--- config.mk ---
export PLATFORM = sky130hd
export DESIGN_NAME = ifetch_queue
export DESIGN_NICKNAME = d
export VERILOG_FILES = /design/src/rtl/ifetch_queue.sv
export SDC_FILE = /design/constraint.sdc
export NUM_CORES = 1
export LEC_CHECK = 0
export BUFFER_PORTS_ARGS = -buffer_cell sky130_fd_sc_hd__buf_2
export CORE_ASPECT_RATIO = 0.9
export CORE_MARGIN = 2
export CORE_UTILIZATION = 50
export DETAILED_ROUTE_END_ITERATION = 16
export HOLD_SLACK_MARGIN = 0.12
export PLACE_DENSITY = 0.82
export SYNTH_ARGS = -nofsm -noshare
export SYNTH_HDL_FRONTEND = slang
export SYNTH_SLANG_ARGS = --single-unit
--- constraint.sdc ---
create_clock -name clk -period 7 [get_ports clk]
set_clock_uncertainty 0.15 [all_clocks]
set_input_delay 1.75 -clock clk [delete_from_list [all_inputs] [get_ports clk]]
set_output_delay 1.75 -clock clk [all_outputs]
set_load 0.05 [all_outputs]
--- src/rtl/ifetch_queue.sv ---
// rtl/ifetch_queue.sv - fetch request issue and in-order response queue feeding decode; optional IFQ_BYPASS_EN
module ifetch_queue #(
    parameter int DEPTH = 4,
    parameter int XLEN  = 32
) (
    input  logic            clk,
    input  logic            reset_n,
    input  logic [XLEN-1:0] PCF,
    input  logic            PCSrcE,
    output logic            imem_req_valid,
    input  logic            imem_req_ready,
    output logic [XLEN-1:0] imem_req_addr,
    input  logic            imem_rsp_valid,
    input  logic [XLEN-1:0] imem_rsp_data,
    output logic            StallF,
    output logic            valid_d,
    input  logic            ready_d,
    output logic [XLEN-1:0] PCD,
    output logic [XLEN-1:0] InstrD
);
    localparam int AW = $clog2(DEPTH);
    localparam int CW = AW + 1;
    localparam logic [CW:0] DEPTH_OCC = (CW+1)'(DEPTH);

    logic [XLEN-1:0]  pc_q    [DEPTH];
    logic [XLEN-1:0]  instr_q [DEPTH];
    logic [DEPTH-1:0] filled_q;
    logic [AW-1:0]    wr_ptr, fill_ptr, rd_ptr;
    logic [CW-1:0]    count, drop_cnt, unfilled;

    logic [CW:0] occupancy;
    logic        accept, pop, head_filled;
    logic        rsp_drop, rsp_take, rsp_write, bypass_hit;

    // Slots still owed a response after a flush count against capacity.
    assign occupancy      = {1'b0, count} + {1'b0, drop_cnt};
    assign imem_req_valid = reset_n & ~PCSrcE & (occupancy < DEPTH_OCC);
    assign imem_req_addr  = PCF;
    assign accept         = imem_req_valid & imem_req_ready;
    assign StallF         = ~accept;

    assign head_filled = filled_q[rd_ptr];
    assign rsp_drop    = imem_rsp_valid & (drop_cnt != '0);
    assign rsp_take    = imem_rsp_valid & (drop_cnt == '0) & (unfilled != '0);

`ifdef IFQ_BYPASS_EN
    assign bypass_hit = (count == CW'(1)) & ~head_filled & (drop_cnt == '0) & imem_rsp_valid;
`else
    assign bypass_hit = 1'b0;
`endif

    assign valid_d   = (head_filled | bypass_hit) & ~PCSrcE;
    assign pop       = valid_d & ready_d;
    // A bypassed response that is consumed the same cycle never lands in the queue.
    assign rsp_write = rsp_take & ~PCSrcE & ~(bypass_hit & pop);

    always_comb begin
        PCD    = '0;
        InstrD = '0;
        if (valid_d) begin
            PCD    = pc_q[rd_ptr];
            InstrD = bypass_hit ? imem_rsp_data : instr_q[rd_ptr];
        end
    end

    always_ff @(posedge clk) begin
        if (accept)
            pc_q[wr_ptr] <= PCF;
        if (rsp_write)
            instr_q[fill_ptr] <= imem_rsp_data;
    end

    always_ff @(posedge clk or negedge reset_n) begin
        if (!reset_n) begin
            wr_ptr   <= '0;
            fill_ptr <= '0;
            rd_ptr   <= '0;
            count    <= '0;
            unfilled <= '0;
            drop_cnt <= '0;
            filled_q <= '0;
        end else if (PCSrcE) begin
            wr_ptr   <= '0;
            fill_ptr <= '0;
            rd_ptr   <= '0;
            count    <= '0;
            unfilled <= '0;
            filled_q <= '0;
            // Outstanding requests become drops; a response taken this cycle retires one of them.
            drop_cnt <= drop_cnt - CW'(rsp_drop) + unfilled - CW'(rsp_take);
        end else begin
            if (accept)
                wr_ptr <= wr_ptr + AW'(1);
            if (rsp_write)
                filled_q[fill_ptr] <= 1'b1;
            if (rsp_take)
                fill_ptr <= fill_ptr + AW'(1);
            if (pop) begin
                filled_q[rd_ptr] <= 1'b0;
                rd_ptr           <= rd_ptr + AW'(1);
            end
            count    <= count + CW'(accept) - CW'(pop);
            unfilled <= unfilled + CW'(accept) - CW'(rsp_take);
            drop_cnt <= drop_cnt - CW'(rsp_drop);
        end
    end
endmodule

# Word level (Yosys, flattened, before mapping)
# Memory sizes are Yosys's and may differ from the RTL's.
# Index checks and enable logic that the tools add are counted.
# Widths: inputs -> output; s select.
[word_totals]
n_memories = 2
ramBits = 256
out_inout_bits = 99
register_bits = 19
[mem_list]
columns = ["name", "depth", "width", "rd", "rd_clocked_by_memory_dff", "wr", "line", "text"]
rows = [
  ["instr_q", 4, 32, 1, 0, 1, "26", "logic [XLEN-1:0] instr_q [DEPTH];"],
  ["pc_q", 4, 32, 1, 0, 1, "25", "logic [XLEN-1:0] pc_q [DEPTH];"],
]
[op_classes]
n_addsub = 11
n_mux = 25
n_bitwise = 14
order_cmp = 5
reduce_logical = 8
[ops]
columns = ["operator", "n"]
rows = [
  ["$mux 32", 2],
  ["$mux 4", 4],
  ["$mux 2", 6],
  ["$sub 3x1->3", 4],
  ["$and 1x1->1", 9],
  ["$mux 3", 3],
  ["$mux 1", 7],
  ["$add 2x1->2 const B", 3],
  ["$add 3x1->3", 2],
  ["$lt 2x3->1 const B", 2],
  ["$reduce_bool 2->1", 3],
  ["$reduce_bool 3->1", 2],
  ["$add 3x3->4", 1],
  ["$and 4x4->4", 1],
  ["$demux 1 s2", 2],
  ["$ge 2x1->1 const B", 2],
  ["$lt 4x3->1 const B", 1],
  ["$not 4->4", 1],
  ["$or 4x4->4", 1],
  ["$add 3x3->3", 1],
  ["$logic_not 3->1", 1],
  ["$bmux 1 s2", 1],
  ["$logic_and 1x1->1", 2],
  ["$not 1->1", 2],
]

# Logic depth before layout (Yosys ltp)
# Gate-level depths: netlist of the first run.
[logic_depth]
ltp_word = 10
ltp_mapped = 11
ltp_nobuf = 11

# Least setup slack after synthesis of the first run
# OpenSTA, ideal clock, no wires.
[synth_path]
path_type = "in2reg"
from = "input imem_rsp_valid"
to = "memory instr_q[1][0] (enable)"
arrival_ns = 4.991
path_stages = 4
path_slack_ns = 1.391
t_required_ns = 6.382
path_cell_list = "or4b_4 > or2_1 > buf_6 > nor3b_1"
[synth_via]
elab_chain_cells = 5
[synth_rtl]
columns = ["item", "line", "text"]
rows = [
  ["start, declared", "13", "input logic imem_rsp_valid,"],
  ["$and 1x1->1 (2 in a row)", "44", "assign rsp_take = imem_rsp_valid & (drop_cnt == '0) & (unfilled != '0);"],
  ["$and 1x1->1", "55", "assign rsp_write = rsp_take & ~PCSrcE & ~(bypass_hit & pop);"],
  ["$mux 1", "69", "if (rsp_write)"],
  ["$mux 1 (implied by the code)", "70", "instr_q[fill_ptr] <= imem_rsp_data;"],
  ["end, declared", "26", ""],
]
# Every way passes these cells.

# Final worst setup path of the first run
[layout_path]
from = "register rd_ptr[0]"
to = "output PCD[21]"
[layout_via]
elab_chain_cells = 4
[layout_rtl]
columns = ["item", "line", "text"]
rows = [
  ["start, declared", "28", "logic [AW-1:0] wr_ptr, fill_ptr, rd_ptr;"],
  ["start signal, assigned", "100", "rd_ptr <= rd_ptr + AW'(1);"],
  ["$bmux 1 s2", "42", "assign head_filled = filled_q[rd_ptr];"],
  ["$mux 1 (implied by the code)", "42", ""],
  ["$and 1x1->1", "52", "assign valid_d = (head_filled | bypass_hit) & ~PCSrcE;"],
  ["$mux 32 *", "60", "if (valid_d) begin"],
  ["end, declared", "18", "output logic [XLEN-1:0] PCD,"],
]
# Every way passes the cells marked *; elsewhere a longest branch is shown, timed or not. The select of a mux whose other input is x is not followed.

==> results of run 1 <==
power by group:
group	switching (uW)	internal (uW)	total (uW)
sequential	27.4	1840	1870
combinational	207	143	350
clock	580	784	1360
total	815	2770	3580
worst max-delay path, stage by stage (launching register included):
cell and delay, ns:
dfrtp_4 0.86, mux4_2 0.66, nand2b_2 0.67, buf_4 0.40, nor2b_1 0.10, buf_2 0.22
layer usage:
| layer | up-vias | share of wire (%) |
|---|---|---|
| met2 | 168 | 50 |
| met4 | 2 | 1.9 |
| met5 | - | 0.067 |
| met1 | 2761 | 42 |
| li1 | 2499 | - |
| met3 | 35 | 6.2 |
final cells by class:
class	count	area [um^2]	area share (%)
Inverter	24	90.1	0.687
Timing Repair Buffer	180	931	7.10
Multi-Input combinational cell	218	2710	20.6
Clock inverter	18	148	1.13
Antenna cell	1	2.50	0.0191
Clock buffer	32	694	5.30
Tap cell	297	372	2.83
Sequential cell	275	8170	62.3
cell usage in the layout (no fill, tap or decap), types with 6 or more instances in the layout:
cell type    n
buf_2      168
buf_4       12
mux4_2      65
dfrtp_1     17
clkinv_2     8
nor2b_1     67
nor2_1       6
ha_1        23
clkbuf_16   27
edfxtp_1   256
inv_1       24
worst max-delay path by stage:
stage | from | slack (ns) | cells after the start | end
after floorplan | imem_rsp_valid | 1.39 | 4 | instr_q[1][0]
after CTS | rd_ptr[0] | 1.49 | 5 | PCD[21]
after global placement | PCSrcE | 1.75 | 5 | PCD[6]
after global routing | rd_ptr[0] | 1.34 | 5 | PCD[21]
final | rd_ptr[0] | 1.59 | 5 | PCD[21]
after detailed placement | PCSrcE | 1.65 | 5 | PCD[21]
per-stage QoR:
stage | hold slack (ns) | instances | utilization [%] | cell area, um^2
finish | 0.415 | 1045 | 58.6 | 13100
global route | 0.447 | 1045 | 58.6 | 13100
CTS | 0.425 | 1044 | 58.6 | 13100
detailed placement | 0.415 | 994 | 54.8 | 12300
global placement | 0.381 | 994 | 54.8 | 12300
floorplan | 0.350 | 577 | - | 11300
cells by family (layout without fill, tap and decap cells):
group / Yosys count / count (layout)
flops: 275 / 275
simple gates: 98 / 98
compound gates: 18 / 18
mux: 69 / 69
other cells: 0 / 1
xor+xnor: 7 / 7
fa+ha+maj: 26 / 26
buf+inv: 84 / 254
state kept, by name (all words and copies together), names as in the netlist:
name,flops
count,3
drop_cnt,3
fill_ptr,2
filled_q,4
instr_q,128
pc_q,128
rd_ptr,2
unfilled,3
wr_ptr,2
==> results by group, run 1 <==
Outcome
  • Status: finished, final reports clean

Synth
  • Simple logic cell fraction of the synthesized area: 5.35%
  • Synth Area in Adders: 3.07%
  • Sequential-to-total area share from yosys stat: 72.1%
  • Synthesized flop and latch total: 275
  • Top cell type's share of synthesized area: 67.9%
  • Yosys top cell by area: edfxtp_1
  • Most instantiated cells after synthesis: edfxtp_1 (256), nor2b_1 (67), mux4_2 (65), buf_4 (38), inv_1 (24)
  • Xor and xnor area share after synthesis: 0.674%
  • Distinct cells, synth: 36
  • Synth Warn #: 0
  • Largest family of logic cells by synthesized area: multiplexers
  • Post-synth EDFFs: 256
  • Compound-cell area share of the yosys netlist: 1.30%
  • Most common cell in the netlist: edfxtp_1
  • Mapped cell area: 11,300 um^2
  • Ys flop type: edfxtp_1
  • Avg Inst Size Synth: 19.6 um^2
  • Syn nets: 673
  • Top cells by area, synth: edfxtp_1 (68%), mux4_2 (13%), dfrtp_1 (4.2%), nor2b_1 (3.7%), ha_1 (2.5%)
  • Ys async rst share: 6.91%
  • Mux cell area share after synthesis: 13.3%
  • Cells after synthesis: 577

Clock tree
  • CTS tree: yes
  • CTS max path bufs: 3
  • Hold-fix buffers at CTS: 0
  • Clock Sinks: 275
  • H-tree levels: 1
  • Clk root buf: clkbuf_16
  • Postcts setup bufs: 0
  • Clk slew on worst S/H paths: 0.06 ns
  • Cts bufs inserted: 27
  • Clk_lat worst skew: 0.52 ns
  • Cts repair resizes: 0

STA
  • Fmax: 0.185 GHz
  • Final Slew Violations: 0
  • PnR worst setup slack: 1.59 ns
  • Slew HR: 33.7%
  • Unrepaired setup endpoints after global routing: no
  • Setup tns final: 0 ns
  • Final period utilization: 77.3%
  • Final Hold Viols: 0
  • Minimum clock period: 5.41 ns
  • Setup violators final: 0
  • Worst-Margin Slew: 0.994 ns

Critical path
  • CP Max Fanout: 43
  • WP data required: 5.10 ns
  • Critical Path AT: 3.51 ns
  • Critical path type: flip-flop to output pin
  • Crit start category: flip-flop
  • Worst R2R Setup Slack: 3.77 ns
  • FF-to-FF path depth: 9
  • RR Startpoint: rd_ptr[0]
  • Crit. End Element: output pin
  • RR Endpoint: count[2]

Place
  • Place WS: 1.65 ns
  • IO Port Bufs: 168
  • Gp weighted congestion: 0.748
  • Dpl hpwl: 12,000 um

Min path
  • Hold path cells: 1
  • Hold path endpoint: wr_ptr[0]
  • Hold_sp: wr_ptr[0]
  • Tightest Hold Check Type: flip-flop to flip-flop

Global routing
  • Largest net degree at the start of global routing: 70
  • Total track usage: 16.6%
  • Met2 usage: 27.5%
  • First-pass GRT wire length: 30,700 um
  • Routing usage on met3: 2.99%
  • Initial antenna violation count: 2
  • GR Util met1: 23.1%
  • Vias in the first global route: 5,630
  • GR Overflow Total: 0
  • Grt peak-use layer: met2

Flow run
  • Max_cap viols: 0

Route
  • Routed wire length: 19,500 um
  • Via count: 5,465
  • Pre-antenna DRT Iters: 4
  • DRC viols: 0
  • DR iter-0 viols: 386
  • WL/cell: 18.7 um
  • Vias per inst: 5.23
  • DRT antenna net count: 0

Pwr
  • Total Power: 3580 uW
  • Cell Pwr Density: 273 nW/um^2
  • Cell leakage power: 0.00468 uW
  • VDD IR max: 0.155 mV

Final layout
  • Layout Nets: 822
  • Layout area overhead: 15.8%
  • Fillcell total: 1,659
  • Layout cells sized above 1: 40.6%

Die
  • Chip Width: 163 um
  • Initial Util: 50.6%
  • CORE AREA: 22,400 um^2
  • I/O pin cnt: 169
  • Die area: 23,900 um^2
  • Die Y: 147 um
  • FP Rows: 52
No activity file was read; power rests on OpenSTA's default activity.
==> run 2: changes to the inputs <==
--- a/config.mk
+++ b/config.mk
@@ -11,7 +11,7 @@
 export CORE_UTILIZATION = 50
 export DETAILED_ROUTE_END_ITERATION = 16
 export HOLD_SLACK_MARGIN = 0.12
-export PLACE_DENSITY = 0.82
+export PLACE_DENSITY = 0.85
 export SYNTH_ARGS = -nofsm -noshare
 export SYNTH_HDL_FRONTEND = slang
 export SYNTH_SLANG_ARGS = --single-unit
==> constraint.sdc (replaced) <==
create_clock -name clk -period 4.45 [get_ports clk]
set_clock_uncertainty 0.15 [all_clocks]
set_input_delay 1.1125 -clock clk [delete_from_list [all_inputs] [get_ports clk]]
set_output_delay 1.1125 -clock clk [all_outputs]
set_load 0.05 [all_outputs]
==> results by group, run 2 (synthesis gave the netlist of run 1 again) <==
Outcome
  • Status: finished, final reports clean

STA
  • Setup violators final: 0 (unchanged)
  • Minimum clock period: 3.83 ns
  • Final Hold Viols: 0 (unchanged)
  • Hold slack: 0.399 ns (-0.0162 ns)
  • Final period utilization: 86.1%
  • Setup tns final: 0 ns (unchanged)
  • Worst-Margin Slew: 0.547 ns (-0.447 ns)
  • Final Slew Violations: 0 (unchanged)
  • Unrepaired setup endpoints after global routing: no
  • Slew HR: 63.6% (+30 points)
  • Fmax: 0.261 GHz

Route
  • WL/cell: 19.6 um (+4.6%)
  • Pre-antenna DRT Iters: 4 (unchanged)
  • DRT antenna net count: 0 (unchanged)
  • Via count: 5,567 (+1.9%)
  • DRC viols: 0 (unchanged)
  • Routed wire length: 20,500 um (+4.9%)
  • DR iter-0 viols: 413 (+7.0%)
  • Vias per inst: 5.31 (+1.6%)

Pwr
  • Total Power: 5570 uW (+56%)
  • Cell leakage power: 0.00466 uW (-0.30%)
  • Cell Pwr Density: 425 nW/um^2 (+56%)
  • VDD IR max: 0.269 mV (+73%)

Final layout
  • Layout Nets: 825 (+0.36%)
  • Biggest regs: instr_q: 128 flops, pc_q: 128 flops, filled_q: 4 flops
  • Cell area after layout: 13,100 um^2 (about the same)
  • Commonest cells after routing, fill and taps aside: edfxtp_1 (256), buf_2 (168), nor2b_1 (67), mux4_2 (65), clkbuf_16 (27)
  • Commonest non-fill, non-tap cell in the layout: edfxtp_1
  • Final core utilization: 58.6% (about the same)
  • Layout area overhead: 15.8% (about the same)
  • Layout cells sized above 1: 39.6% (-0.96 points)

Clock tree
  • H-tree levels: 1 (unchanged)
  • CTS tree: yes
  • Hold-fix buffers at CTS: 0 (unchanged)
  • CTS max path bufs: 3 (unchanged)
  • Clk_lat worst skew: 0.53 ns (about the same)
  • Postcts setup bufs: 0 (unchanged)
  • Cts bufs inserted: 27 (unchanged)
  • Cts repair resizes: 0 (unchanged)
  • Clk root buf: clkbuf_16
  • Clock Sinks: 275 (unchanged)
  • Clk slew on worst S/H paths: 0.06 ns (about the same)

Place
  • IO Port Bufs: 168 (unchanged)
  • Gp weighted congestion: 0.736 (-1.6%)
  • Dpl hpwl: 12,600 um (+4.3%)
  • Post-DP Area: 12,300 um^2 (+0.31%)

Die
  • Chip Width: 163 um (unchanged)
  • CORE AREA: 22,400 um^2 (unchanged)
  • Die area: 23,900 um^2 (unchanged)
  • FP Rows: 52 (unchanged)
  • Initial Util: 50.6% (unchanged)
  • I/O pin cnt: 169 (unchanged)
  • Die Y: 147 um (unchanged)

Flow run
  • Max_cap viols: 0 (unchanged)

Critical path
  • Critical path type: flip-flop to output pin
  • CP Max Fanout: 41 (-4.7%)
  • Crit. End Element: output pin
  • WP data required: 3.19 ns (-1.91 ns)
  • Crit start category: flip-flop
  • Critical Path AT: 2.57 ns (-0.94 ns)

Global routing
  • Total track usage: 17.2% (+0.62 points)
  • Largest net degree at the start of global routing: 69 (-1.4%)
  • Initial antenna violation count: 2 (unchanged)
  • Vias in the first global route: 5,778 (+2.6%)
  • GR Overflow Total: 0 (unchanged)
  • First-pass GRT wire length: 31,700 um (+3.2%)

Min path
  • Tightest Hold Check Type: input pin to asynchronous set/reset pin
-- run 2: cell count changes in the layout (fill, tap and decap cells not counted), sizes merged --
cell      delta
buf          +3
bufinv       -1
clkbuf       +9
clkinv       -7
clkinvlp     -1
-- run 2: final timing paths --
| check | start | to | slack (ns) | cells past startpoint |
|---|---|---|---|---|
| worst min register to register | wr_ptr[0] | wr_ptr[0] | 0.40 | 1 |
| worst min-delay path | reset_n | drop_cnt[2] | 0.40 | 2 |
| max in group asynchronous | reset_n | rd_ptr[0] | 3.51 | 2 |
| worst max register to register | unfilled[1] | drop_cnt[2] | 1.24 | 10 |
| worst max-delay path | rd_ptr[1] | InstrD[25] | 0.62 | 5 |
| min in group clk | wr_ptr[0] | wr_ptr[0] | 0.40 | 1 |
-- run 2: metal layers --
metal	share of wire [%]	track usage (%)	vias to the layer above	routed length, um
met4	2.4	5.49	2	493
met5	0.063	0	-	13
li1	-	-	2505	-
met2	51	29.4	164	10400
met3	5.2	3.36	43	1060
met1	41	22.4	2853	8500
-- run 2: worst max-delay path, stage by stage, from the launching register on --
cell and delay (ns):
dfrtp_4 0.73, mux4_2 0.43, nand2b_2 0.10, buf_4 0.38, nor2b_1 0.15, buf_2 0.24
-- run 2: final cells by class --
cell class | instances | area (um^2)
fill | 1633 | 9270
sequential | 275 | 8170
multi-input combinational | 218 | 2710
timing repair buffer | 183 | 966
clock buffer | 41 | 728
tap | 297 | 372
inverter | 24 | 90.1
clock inverter | 9 | 75.1
antenna | 1 | 2.50
-- run 2: report_power, final --
part	switching, uW	internal [uW]	leakage (uW)
Combinational	335	231	0.00172
Clock	885	1190	0.000382
Sequential	39.5	2890	0.00256
Total	1260	4310	0.00466
-- run 2: through the flow --
stage / worst slack [ns] / std cells
2_1_floorplan: -0.522 / 577
3_3_place_gp: 0.722 / 997
3_5_place_dp: 0.593 / 997
4_1_cts: 0.557 / 1047
5_1_grt: 0.482 / 1047
6_report: 0.620 / 1048
==> run 3: changes to the inputs <==
==> config.mk (replaced) <==
export PLATFORM = sky130hd
export DESIGN_NAME = ifetch_queue
export DESIGN_NICKNAME = d
export VERILOG_FILES = /design/src/rtl/ifetch_queue.sv
export SDC_FILE = /design/constraint.sdc
export NUM_CORES = 1
export LEC_CHECK = 0
export CORE_ASPECT_RATIO = 0.9
export CORE_MARGIN = 10
export CORE_UTILIZATION = 50
export DETAILED_ROUTE_END_ITERATION = 16
export DONT_BUFFER_PORTS = 1
export HOLD_SLACK_MARGIN = 0.12
export PLACE_DENSITY = 0.79
export SYNTH_ARGS = -nofsm -noshare
export SYNTH_HDL_FRONTEND = slang
export SYNTH_SLANG_ARGS = --single-unit
==> results by group, run 3 (synthesis gave the netlist of run 1 again) <==
Critical path
  • CP Max Fanout: 36 (-12%)
  • WP data required: 3.19 ns (about the same)
  • Crit start category: flip-flop
  • Critical path type: flip-flop to output pin
  • Crit. End Element: output pin
  • Critical Path AT: 2.65 ns (+0.08 ns)

Die
  • Chip Width: 179 um (+9.8%)
  • FP Rows: 52 (unchanged)
  • CORE AREA: 22,400 um^2 (unchanged)
  • Die area: 29,100 um^2 (+22%)
  • Die Y: 163 um (+11%)
  • Initial Util: 50.6% (unchanged)
  • I/O pin cnt: 169 (unchanged)

Min path
  • Tightest Hold Check Type: flip-flop to flip-flop

Global routing
  • Grt peak-use layer: met2
  • Initial antenna violation count: 0 (-2)
  • First-pass GRT wire length: 32,600 um (+2.7%)
  • Largest net degree at the start of global routing: 63 (-8.7%)
  • GR Util met1: 16.4% (-6.0 points)
  • GR Overflow Total: 0 (unchanged)
  • Total track usage: 14.3% (-2.9 points)
  • Vias in the first global route: 5,808 (+0.52%)
  • Routing usage on met3: 4.61% (+1.3 points)
  • Met2 usage: 25.2% (-4.2 points)

STA
  • Setup tns final: 0 ns (unchanged)
  • Final Slew Violations: 0 (unchanged)
  • Slew HR: 39.0% (-25 points)
  • Final period utilization: 87.8% (+1.7 points)
  • Minimum clock period: 3.91 ns (+0.0772 ns)
  • Worst-Margin Slew: 0.914 ns (+0.368 ns)
  • Setup violators final: 0 (unchanged)
  • Fmax: 0.256 GHz (-2.0%)
  • Final Hold Viols: 0 (unchanged)
  • Unrepaired setup endpoints after global routing: no

Route
  • DRT antenna net count: 0 (unchanged)
  • Routed wire length: 20,600 um (+0.35%)
  • DR iter-0 viols: 271 (-34%)
  • Pre-antenna DRT Iters: 4 (unchanged)
  • Via count: 5,124 (-8.0%)
  • WL/cell: 22.1 um (+13%)
  • Vias per inst: 5.51 (+3.7%)
  • DRC viols: 0 (unchanged)

Pwr
  • Cell Pwr Density: 429 nW/um^2 (+0.91%)
  • VDD IR max: 0.280 mV (+4.1%)
  • Cell leakage power: 0.00422 uW (-9.4%)

Final layout
  • Biggest regs: instr_q: 128 flops, pc_q: 128 flops, filled_q: 4 flops
  • Antenna fix cells: 0 (-1)
  • Final core utilization: 56.8% (-1.8 points)
  • Layout cells sized above 1: 30.5% (-9.1 points)
  • Cell area after layout: 12,700 um^2 (-3.1%)
  • Commonest non-fill, non-tap cell in the layout: edfxtp_1
  • Commonest cells after routing, fill and taps aside: edfxtp_1 (256), buf_4 (71), nor2b_1 (67), mux4_2 (65), clkbuf_16 (27)
  • Layout Nets: 715 (-13%)
  • Layout area overhead: 12.2%

Place
  • IO Port Bufs: 0 (-100%)
  • Gp weighted congestion: 0.732 (-0.64%)
  • Dpl hpwl: 13,000 um (+3.7%)
  • Post-DP Area: 11,900 um^2 (-3.3%)

Clock tree
  • Clk slew on worst S/H paths: 0.06 ns (about the same)
  • Clk_lat worst skew: 0.52 ns (about the same)
  • H-tree levels: 1 (unchanged)
  • Clk root buf: clkbuf_16
  • CTS tree: yes
  • Cts bufs inserted: 27 (unchanged)
  • Postcts setup bufs: 0 (unchanged)
  • CTS max path bufs: 3 (unchanged)
  • Clock Sinks: 275 (unchanged)

Outcome
  • Status: finished, final reports clean

Flow run
  • Max_cap viols: 0 (unchanged)
==> run 3: repair_timing <==
item,4_1_cts,5_1_grt
resized for setup,0,0
hold endpoints to repair,19,0
hold buffers,1,0
==> run 3: area by class of cell <==
cell class	instances	area [um^2]
clock buffer	31	691
clock inverter	12	111
fill	1644	9670
inverter	24	90.1
multi-input combinational	218	2710
sequential	275	8170
tap	297	372
timing repair buffer	73	563
==> run 3: worst paths after layout <==
check	depth (start not counted)	slack, ns	start	end
setup / recovery	4	0.54	rd_ptr[1]	PCD[28]
hold / removal	1	0.41	wr_ptr[0]	wr_ptr[0]
min in group asynchronous	1	1.02	reset_n	fill_ptr[0]
hold reg to reg	1	0.41	wr_ptr[0]	wr_ptr[0]
setup reg to reg	10	1.27	unfilled[1]	drop_cnt[2]
max in group asynchronous	1	2.47	reset_n	rd_ptr[1]
==> run 3: critical path, cell delays in order, from the launching register on <==
cell and delay, ns:
dfrtp_4 0.75, buf_4 0.55, mux4_2 0.41, nor2b_1 0.17, buf_4 0.22
==> run 3: stage by stage <==
| step | setup slack [ns] | power [uW] | hold WS [ns] | instances |
|---|---|---|---|---|
| after global placement | 0.816 | 3390 | 0.363 | 886 |
| final | 0.542 | 5450 | 0.405 | 930 |
| after global routing | 0.402 | 5650 | 0.447 | 930 |
| after detailed placement | 0.742 | 3430 | 0.404 | 886 |
| after floorplan | -0.522 | 3400 | 0.350 | 577 |
| after CTS | 0.474 | 5500 | 0.412 | 930 |
==> run 3: metal layers <==
metal	up-vias	part of all wire [%]
met5	-	0
met3	28	8.0
met4	0	1.6
met1	2703	37
met2	121	53
li1	2272	-
==> run 3: report_power, final <==
part | internal (uW) | total, uW | switching, uW
logic | 202 | 441 | 238
clock network | 1210 | 2070 | 859
registers | 2890 | 2930 | 40.3
